<file path="src/rtl/as1802_uart.sv">
// rtl/as1802_uart.sv - AS1802 bus UART, 8N1; AS1802_UART_FIFO_EN selects DEPTH-entry FIFOs over single holding registers
module as1802_uart_fifo #(
  parameter int D = 4
) (
  input  logic       xclk,
  input  logic       rst_n,
  input  logic       push,
  input  logic       pop,
  input  logic [7:0] wdata,
  output logic [7:0] rdata,
  output logic       empty,
  output logic       full
);
  localparam int AW = (D > 1) ? $clog2(D) : 1;
  localparam int CW = $clog2(D) + 1;
  localparam logic [AW-1:0] LAST     = AW'(D - 1);
  localparam logic [CW-1:0] FULL_CNT = CW'(D);

  logic [7:0]    mem [0:(1<<AW)-1];
  logic [AW-1:0] wptr;
  logic [AW-1:0] rptr;
  logic [CW-1:0] cnt;
  logic          push_ok;
  logic          pop_ok;

  assign rdata   = mem[rptr];
  assign empty   = (cnt == '0);
  assign full    = (cnt == FULL_CNT);
  assign push_ok = push && !full;
  assign pop_ok  = pop && !empty;

  // Storage write; entries are qualified by cnt so they need no reset
  always_ff @(posedge xclk) begin
    if (push_ok) mem[wptr] <= wdata;
  end

  // Pointers wrap at D-1; a push and pop together leave occupancy unchanged
  always_ff @(posedge xclk or negedge rst_n) begin
    if (!rst_n) begin
      wptr <= '0;
      rptr <= '0;
      cnt  <= '0;
    end else begin
      if (push_ok) wptr <= (wptr == LAST) ? '0 : wptr + 1'b1;
      if (pop_ok)  rptr <= (rptr == LAST) ? '0 : rptr + 1'b1;
      case ({push_ok, pop_ok})
        2'b10:   cnt <= cnt + 1'b1;
        2'b01:   cnt <= cnt - 1'b1;
        default: cnt <= cnt;
      endcase
    end
  end
endmodule

module as1802_uart #(
  parameter int         DIV       = 104,
  parameter logic [2:0] TX_PORT   = 3'd1,
  parameter logic [2:0] RX_PORT   = 3'd1,
  parameter logic [2:0] STAT_PORT = 3'd2,
  parameter int         DEPTH     = 4
) (
  input  logic       xclk,
  input  logic       rst_n,
  input  logic [2:0] N,
  input  logic       MRD_b,
  input  logic       MWR_b,
  input  logic [7:0] D_in,
  output logic [7:0] D_out,
  output logic       D_oe,
  output logic [1:0] EF_b,
  output logic       int_b,
  input  logic       RXD,
  output logic       TXD
);
`ifdef AS1802_UART_FIFO_EN
  localparam int FD = DEPTH;
`else
  // Single holding register per direction; DEPTH has no effect here
  localparam int FD = (DEPTH > 0) ? 1 : 1;
`endif
  localparam logic [15:0] DIV_M1  = 16'(DIV - 1);
  localparam logic [15:0] HALF_M1 = 16'(DIV / 2 - 1);

  typedef enum logic [1:0] {S_IDLE, S_START, S_DATA, S_STOP} uart_state_t;

  // Bus decode: MRD_b low means OUT (CPU writes us), MWR_b low means INP
  logic tx_wr_stb, ctl_wr_stb, rx_rd_stb, st_rd_stb;
  logic tx_wr_q, ctl_wr_q, rx_rd_q, st_rd_q;
  logic [7:0] d_reg;
  logic tx_commit, ctl_commit, rx_rd_done, st_rd_done;

  assign tx_wr_stb  = (N != 3'd0) && (N == TX_PORT)   && !MRD_b;
  assign ctl_wr_stb = (N != 3'd0) && (N == STAT_PORT) && !MRD_b;
  assign rx_rd_stb  = (N != 3'd0) && (N == RX_PORT)   && !MWR_b;
  assign st_rd_stb  = (N != 3'd0) && (N == STAT_PORT) && !MWR_b;

  assign tx_commit  = tx_wr_q  && !tx_wr_stb;
  assign ctl_commit = ctl_wr_q && !ctl_wr_stb;
  assign rx_rd_done = rx_rd_q  && !rx_rd_stb;
  assign st_rd_done = st_rd_q  && !st_rd_stb;

  // FIFO interconnect
  logic       tx_pop, tx_empty, tx_full;
  logic [7:0] tx_head;
  logic       rx_push, rx_empty, rx_full, rx_avail;
  logic [7:0] rx_head;

  // Flags
  logic int_en, overrun, frame_err, rx_set_ovr, rx_set_ferr;
  logic [7:0] status;

  // TX datapath
  uart_state_t tx_state, tx_state_n;
  logic [15:0] tx_cnt, tx_cnt_n;
  logic [2:0]  tx_bit, tx_bit_n;
  logic [7:0]  tx_sh, tx_sh_n;
  logic        txd_n;

  // RX datapath
  uart_state_t rx_state, rx_state_n;
  logic [15:0] rx_cnt, rx_cnt_n;
  logic [2:0]  rx_bit, rx_bit_n;
  logic [7:0]  rx_sh, rx_sh_n;
  logic        rxd_s1, rxd_s2, rxd_s3;

  as1802_uart_fifo #(.D(FD)) u_tx_fifo (
    .xclk(xclk), .rst_n(rst_n), .push(tx_commit), .pop(tx_pop),
    .wdata(d_reg), .rdata(tx_head), .empty(tx_empty), .full(tx_full)
  );

  as1802_uart_fifo #(.D(FD)) u_rx_fifo (
    .xclk(xclk), .rst_n(rst_n), .push(rx_push), .pop(rx_rd_done),
    .wdata(rx_sh), .rdata(rx_head), .empty(rx_empty), .full(rx_full)
  );

  assign rx_avail = !rx_empty;
  assign status   = {4'b0000, overrun, frame_err, tx_full, rx_avail};
  assign EF_b     = {!tx_full, !rx_avail};
  assign D_oe     = rx_rd_stb || st_rd_stb;

  // Read mux: empty RX reads return zero
  always_comb begin
    D_out = 8'h00;
    if (rx_rd_stb && rx_avail) D_out = rx_head;
    else if (st_rd_stb)        D_out = status;
  end

  // Capture write data while strobed and remember strobes for edge detection
  always_ff @(posedge xclk or negedge rst_n) begin
    if (!rst_n) begin
      d_reg    <= 8'h00;
      tx_wr_q  <= 1'b0;
      ctl_wr_q <= 1'b0;
      rx_rd_q  <= 1'b0;
      st_rd_q  <= 1'b0;
    end else begin
      if (tx_wr_stb || ctl_wr_stb) d_reg <= D_in;
      tx_wr_q  <= tx_wr_stb;
      ctl_wr_q <= ctl_wr_stb;
      rx_rd_q  <= rx_rd_stb;
      st_rd_q  <= st_rd_stb;
    end
  end

  // Control/status flags; a new error in the clearing cycle is kept
  always_ff @(posedge xclk or negedge rst_n) begin
    if (!rst_n) begin
      int_en    <= 1'b0;
      overrun   <= 1'b0;
      frame_err <= 1'b0;
      int_b     <= 1'b1;
    end else begin
      if (ctl_commit) int_en <= d_reg[0];
      if (st_rd_done) begin
        overrun   <= 1'b0;
        frame_err <= 1'b0;
      end
      if (rx_set_ovr)  overrun   <= 1'b1;
      if (rx_set_ferr) frame_err <= 1'b1;
      int_b <= !(int_en && rx_avail);
    end
  end

  // TX state register; TXD is a flop so reset drives it high at once
  always_ff @(posedge xclk or negedge rst_n) begin
    if (!rst_n) begin
      tx_state <= S_IDLE;
      tx_cnt   <= '0;
      tx_bit   <= '0;
      tx_sh    <= '0;
      TXD      <= 1'b1;
    end else begin
      tx_state <= tx_state_n;
      tx_cnt   <= tx_cnt_n;
      tx_bit   <= tx_bit_n;
      tx_sh    <= tx_sh_n;
      TXD      <= txd_n;
    end
  end

  // TX next state: every bit lasts DIV cycles; STOP chains into START when more data waits
  always_comb begin
    tx_state_n = tx_state;
    tx_cnt_n   = tx_cnt + 16'd1;
    tx_bit_n   = tx_bit;
    tx_sh_n    = tx_sh;
    txd_n      = TXD;
    tx_pop     = 1'b0;
    case (tx_state)
      S_IDLE: begin
        tx_cnt_n = '0;
        if (!tx_empty) begin
          tx_pop     = 1'b1;
          tx_sh_n    = tx_head;
          txd_n      = 1'b0;
          tx_state_n = S_START;
        end
      end
      S_START: begin
        if (tx_cnt == DIV_M1) begin
          tx_cnt_n   = '0;
          tx_bit_n   = '0;
          txd_n      = tx_sh[0];
          tx_state_n = S_DATA;
        end
      end
      S_DATA: begin
        if (tx_cnt == DIV_M1) begin
          tx_cnt_n = '0;
          if (tx_bit == 3'd7) begin
            txd_n      = 1'b1;
            tx_state_n = S_STOP;
          end else begin
            tx_bit_n = tx_bit + 3'd1;
            tx_sh_n  = {1'b0, tx_sh[7:1]};
            txd_n    = tx_sh[1];
          end
        end
      end
      default: begin
        if (tx_cnt == DIV_M1) begin
          tx_cnt_n = '0;
          if (!tx_empty) begin
            tx_pop     = 1'b1;
            tx_sh_n    = tx_head;
            txd_n      = 1'b0;
            tx_state_n = S_START;
          end else begin
            tx_state_n = S_IDLE;
          end
        end
      end
    endcase
  end

  // RX synchroniser plus one extra stage for falling-edge detection, then state register
  always_ff @(posedge xclk or negedge rst_n) begin
    if (!rst_n) begin
      rxd_s1   <= 1'b1;
      rxd_s2   <= 1'b1;
      rxd_s3   <= 1'b1;
      rx_state <= S_IDLE;
      rx_cnt   <= '0;
      rx_bit   <= '0;
      rx_sh    <= '0;
    end else begin
      rxd_s1   <= RXD;
      rxd_s2   <= rxd_s1;
      rxd_s3   <= rxd_s2;
      rx_state <= rx_state_n;
      rx_cnt   <= rx_cnt_n;
      rx_bit   <= rx_bit_n;
      rx_sh    <= rx_sh_n;
    end
  end

  // RX next state: half-bit start check rejects glitches, then DIV-spaced samples
  always_comb begin
    rx_state_n  = rx_state;
    rx_cnt_n    = rx_cnt + 16'd1;
    rx_bit_n    = rx_bit;
    rx_sh_n     = rx_sh;
    rx_push     = 1'b0;
    rx_set_ovr  = 1'b0;
    rx_set_ferr = 1'b0;
    case (rx_state)
      S_IDLE: begin
        rx_cnt_n = '0;
        if (rxd_s3 && !rxd_s2) rx_state_n = S_START;
      end
      S_START: begin
        if (rx_cnt == HALF_M1) begin
          rx_cnt_n   = '0;
          rx_bit_n   = '0;
          rx_state_n = rxd_s2 ? S_IDLE : S_DATA;
        end
      end
      S_DATA: begin
        if (rx_cnt == DIV_M1) begin
          rx_cnt_n = '0;
          rx_sh_n  = {rxd_s2, rx_sh[7:1]};
          if (rx_bit == 3'd7) rx_state_n = S_STOP;
          else                rx_bit_n   = rx_bit + 3'd1;
        end
      end
      default: begin
        if (rx_cnt == DIV_M1) begin
          rx_cnt_n   = '0;
          rx_state_n = S_IDLE;
          if (!rxd_s2)      rx_set_ferr = 1'b1;
          else if (rx_full) rx_set_ovr  = 1'b1;
          else              rx_push     = 1'b1;
        end
      end
    endcase
  end
endmodule
</file>
<file path="config.mk">
export PLATFORM = sky130hd
export DESIGN_NAME = as1802_uart
export DESIGN_NICKNAME = d
export VERILOG_FILES = /design/src/rtl/as1802_uart.sv
export SDC_FILE = /design/constraint.sdc
export NUM_CORES = 1
export LEC_CHECK = 0
export ABC_AREA = 1
export CAP_MARGIN = 15
export CELL_PAD_IN_SITES_DETAIL_PLACEMENT = 1
export CELL_PAD_IN_SITES_GLOBAL_PLACEMENT = 2
export CORE_MARGIN = 2
export CORE_UTILIZATION = 30
export CTS_CLUSTER_DIAMETER = 150
export DETAILED_ROUTE_END_ITERATION = 10
export GPL_TIMING_DRIVEN = 0
export PLACE_DENSITY_LB_ADDON = 0.1
export SLEW_MARGIN = 15
export SYNTH_ARGS = -nofsm -noshare
export SYNTH_HDL_FRONTEND = slang
export SYNTH_SLANG_ARGS = --single-unit
</file>
<file path="constraint.sdc">
create_clock -name xclk -period 4.15 [get_ports xclk]
set_clock_uncertainty 0.05 [all_clocks]
set_input_delay 0.83 -clock xclk [delete_from_list [all_inputs] [get_ports xclk]]
set_output_delay 0.83 -clock xclk [all_outputs]
set_load 0.005 [all_outputs]
</file>
==> flow_metrics.tcl, run 1 <==
set metrics [dict create \
    cts_tree "yes" \
    placedCellCount 784 \
    core_mm2 0.0151 \
    worstSkewPairLatency_ns 0.35 \
    cts_resized 0 \
    post-route-period-util_pct 87.5 \
    antenna_found_initial 0 \
    die-area_mm2 0.0165 \
    ff_latch_area_mm2 0.00249 \
    vdd_ir_drop_max_mv 0.186 \
    fill_cells 1833 \
    drive_above_1_share_pct 7.19 \
    run_status "finished clean" \
    crit_path_start_kind "input pin" \
    final_cell_area_mm2 0.00548 \
    wire_per_inst_um 13.2 \
    drc 0 \
    cts_max_path_buffers 2 \
    setup-tns-final_ns 0 \
    max_freq_mhz 275 \
    num-nets-final 633 \
    synth_top_area_share_pct 40.5 \
    drt-total-wl_um 10600 \
    finalCriticalPeriod_ns 3.63 \
    n_antenna_cell 0 \
    ys_warn_count 0 \
    yosys-top-cells-count "nand2_1, nor2_1, dfrtp_1, inv_1, nand3_1" \
    grt_pass1_wl_um 18800 \
    leakage_uw 0.00265 \
    ys_top_cells_by_area "dfrtp_1, nand2_1, edfxtp_1" \
    critical_path_class "input pin to primary output" \
    tightest_slew_ns 0.736 \
    syn_nets 593 \
    worstHoldPathType "flip-flop to flip-flop" \
    cts_buffers 9 \
    start_util_pct 30.6 \
    layout.cells.non_filler 800 \
    vias 3631 \
    die_h_um 128 \
    grt_max_degree 55 \
    postLayoutSetupSlackWorst_ns 0.519 \
    top_regs "rx_cnt (16), tx_cnt (16)" \
    synth_seq_cells 96 \
    synth_ff_type "dfrtp_1" \
    gp_congestion 0.756 \
    synth_cell_types 31 \
    syn_area_mm2 0.00464 \
    htree_levels 3 \
    first_iter_violations 121 \
    cts-root-buf "clkbuf_16" \
    rows 45 \
    slew_headroom_pct 50.8 \
    hold_violations 0 \
    cts_sinks 96 \
    crit_fanout 7 \
    hold_buffers 0 \
    grt-ovfl-total 0 \
    vias_per_cell 4.54 \
    finalSetupViolCount 0 \
    detail-route-antenna-nets 0 \
    io_buffers 28 \
    power_density_mw_per_mm2 397 \
    synth_edf_count 16 \
    grt_usage_pct 14.3 \
    cp_data_required_time_ns 3.27 \
    placed_area_mm2 0.00518 \
    fin_util_pct 36.2 \
    drv_slew 0 \
    cts_setup_buffers 0 \
    clk_pin_slew_ns 0.07 \
    yosysTopAreaCell "dfrtp_1" \
    synth-seq-area-share_pct 53.7 \
    multiInputGateArea_mm2 0.00182 \
    rsz0062_at_grt "false" \
    r2r_slack_ns 2.05 \
    fp.dieW_um 128 \
    synthArstFlopShare_pct 83.3 \
    place_hpwl_um 7960 \
    max_cap_viol_count 0 \
    grt_pass1_vias 3858 \
    io_pins 29 \
    detail_route.first_pass.iterations 4 \
    syn_inst 567 \
    place_ws_ns 0.520 \
    yosysMostFrequentCell "nand2_1" \
    arrival_ns 2.75 \
    worstSetupEndpointType "primary output" \
    syn_avg_cell_area_um2 8.18 \
    syn2layout_area_growth_pct 18.2 \
]
power by group:
| part | switching, µW | internal, µW |
|---|---|---|
| registers | 38.6 | 1010 |
| clock network | 392 | 479 |
| logic | 170 | 88.4 |
| total | 601 | 1570 |
layer usage:
metal  GRT usage, %  routed length [µm]  vias to the layer above
li1               -                   -                     1865
met1           18.7                5160                     1741
met2           23.8                5100                       14
met3           2.00                 137                       11
met4           6.01                 194                        0
met5              0                   0                        -
layout by cell type, fill, tap and decap left out, types with 3 or more instances in the layout:
| cell type | Yosys | layout |
|---|---|---|
| a21oi_1 | 10 | 10 |
| buf_6 | 3 | 3 |
| clkbuf_1 | 4 | 5 |
| clkbuf_16 | 0 | 9 |
| clkdlybuf4s50_1 | 0 | 27 |
| dfrtp_1 | 75 | 75 |
| dfstp_2 | 5 | 5 |
| edfxtp_1 | 16 | 16 |
| ha_1 | 10 | 10 |
| inv_1 | 70 | 70 |
| nand2_1 | 172 | 172 |
| nand2_2 | 6 | 6 |
| nand3_1 | 54 | 54 |
| nand4_1 | 5 | 5 |
| nor2_1 | 76 | 76 |
| nor3_1 | 16 | 16 |
| o21ai_0 | 17 | 17 |
| o22ai_1 | 3 | 3 |
| or2_2 | 4 | 4 |
| xnor2_1 | 3 | 3 |
| xor2_1 | 3 | 3 |
through the flow:
stage,total power [µW],hold slack [ns]
4_1_cts,2220,0.307
5_1_grt,2290,0.311
3_5_place_dp,1330,0.297
3_3_place_gp,1320,0.296
6_report,2170,0.306
2_1_floorplan,1220,0.295
path summary, 6_finish.rpt:
path / start / depth (start not counted) / end
setup / recovery: N[0] / 8 / D_out[7]
hold / removal: rxd_s1 / 0 / rxd_s2
setup reg to reg: rx_cnt[0] / 7 / u_rx_fifo.mem[0][2]
hold reg to reg: rxd_s1 / 0 / rxd_s2
max in group asynchronous: rst_n / 2 / rxd_s3
min in group asynchronous: rst_n / 1 / tx_cnt[12]
critical path: stages:
cell	delay, ns
clkdlybuf4s50_1	0.45
inv_1	0.06
nor2_1	0.12
nand2_1	0.07
nor2_1	0.37
nand2_1	0.20
nor2_1	0.13
clkdlybuf4s50_1	0.52
cells by family after synthesis:
logic type,after synthesis,share of synthesized area (%)
AO/OA/AOI/OAI,35,4.35
XOR/XNOR,6,1.13
adder cells (fa/ha/maj),10,2.70
buffers and inverters,80,7.07
flip-flops,96,53.7
AND/OR/NAND/NOR,340,31.1
layout make-up:
cell class              count  share of cell area (%)
plain buffers               9                    1.12
clock buffers              10                    4.18
clock inverters             6                    1.39
inverters                  71                    4.86
multi-input cells         391                    33.2
flip-flops and latches     96                    45.4
well taps                 188                    4.29
repair buffers             29                    5.57
Power figures use the tool's default switching activity.
==> run 2: changes to the inputs <==
--- a/config.mk
+++ b/config.mk
@@ -11,7 +11,8 @@
 export CELL_PAD_IN_SITES_GLOBAL_PLACEMENT = 2
 export CORE_MARGIN = 2
 export CORE_UTILIZATION = 30
-export CTS_CLUSTER_DIAMETER = 150
+export CTS_CLUSTER_DIAMETER = 100
+export CTS_CLUSTER_SIZE = 24
 export DETAILED_ROUTE_END_ITERATION = 10
 export GPL_TIMING_DRIVEN = 0
 export PLACE_DENSITY_LB_ADDON = 0.1
==> results of run 2 <==
Final layout, timing and power as in run 1 (identical DEF).
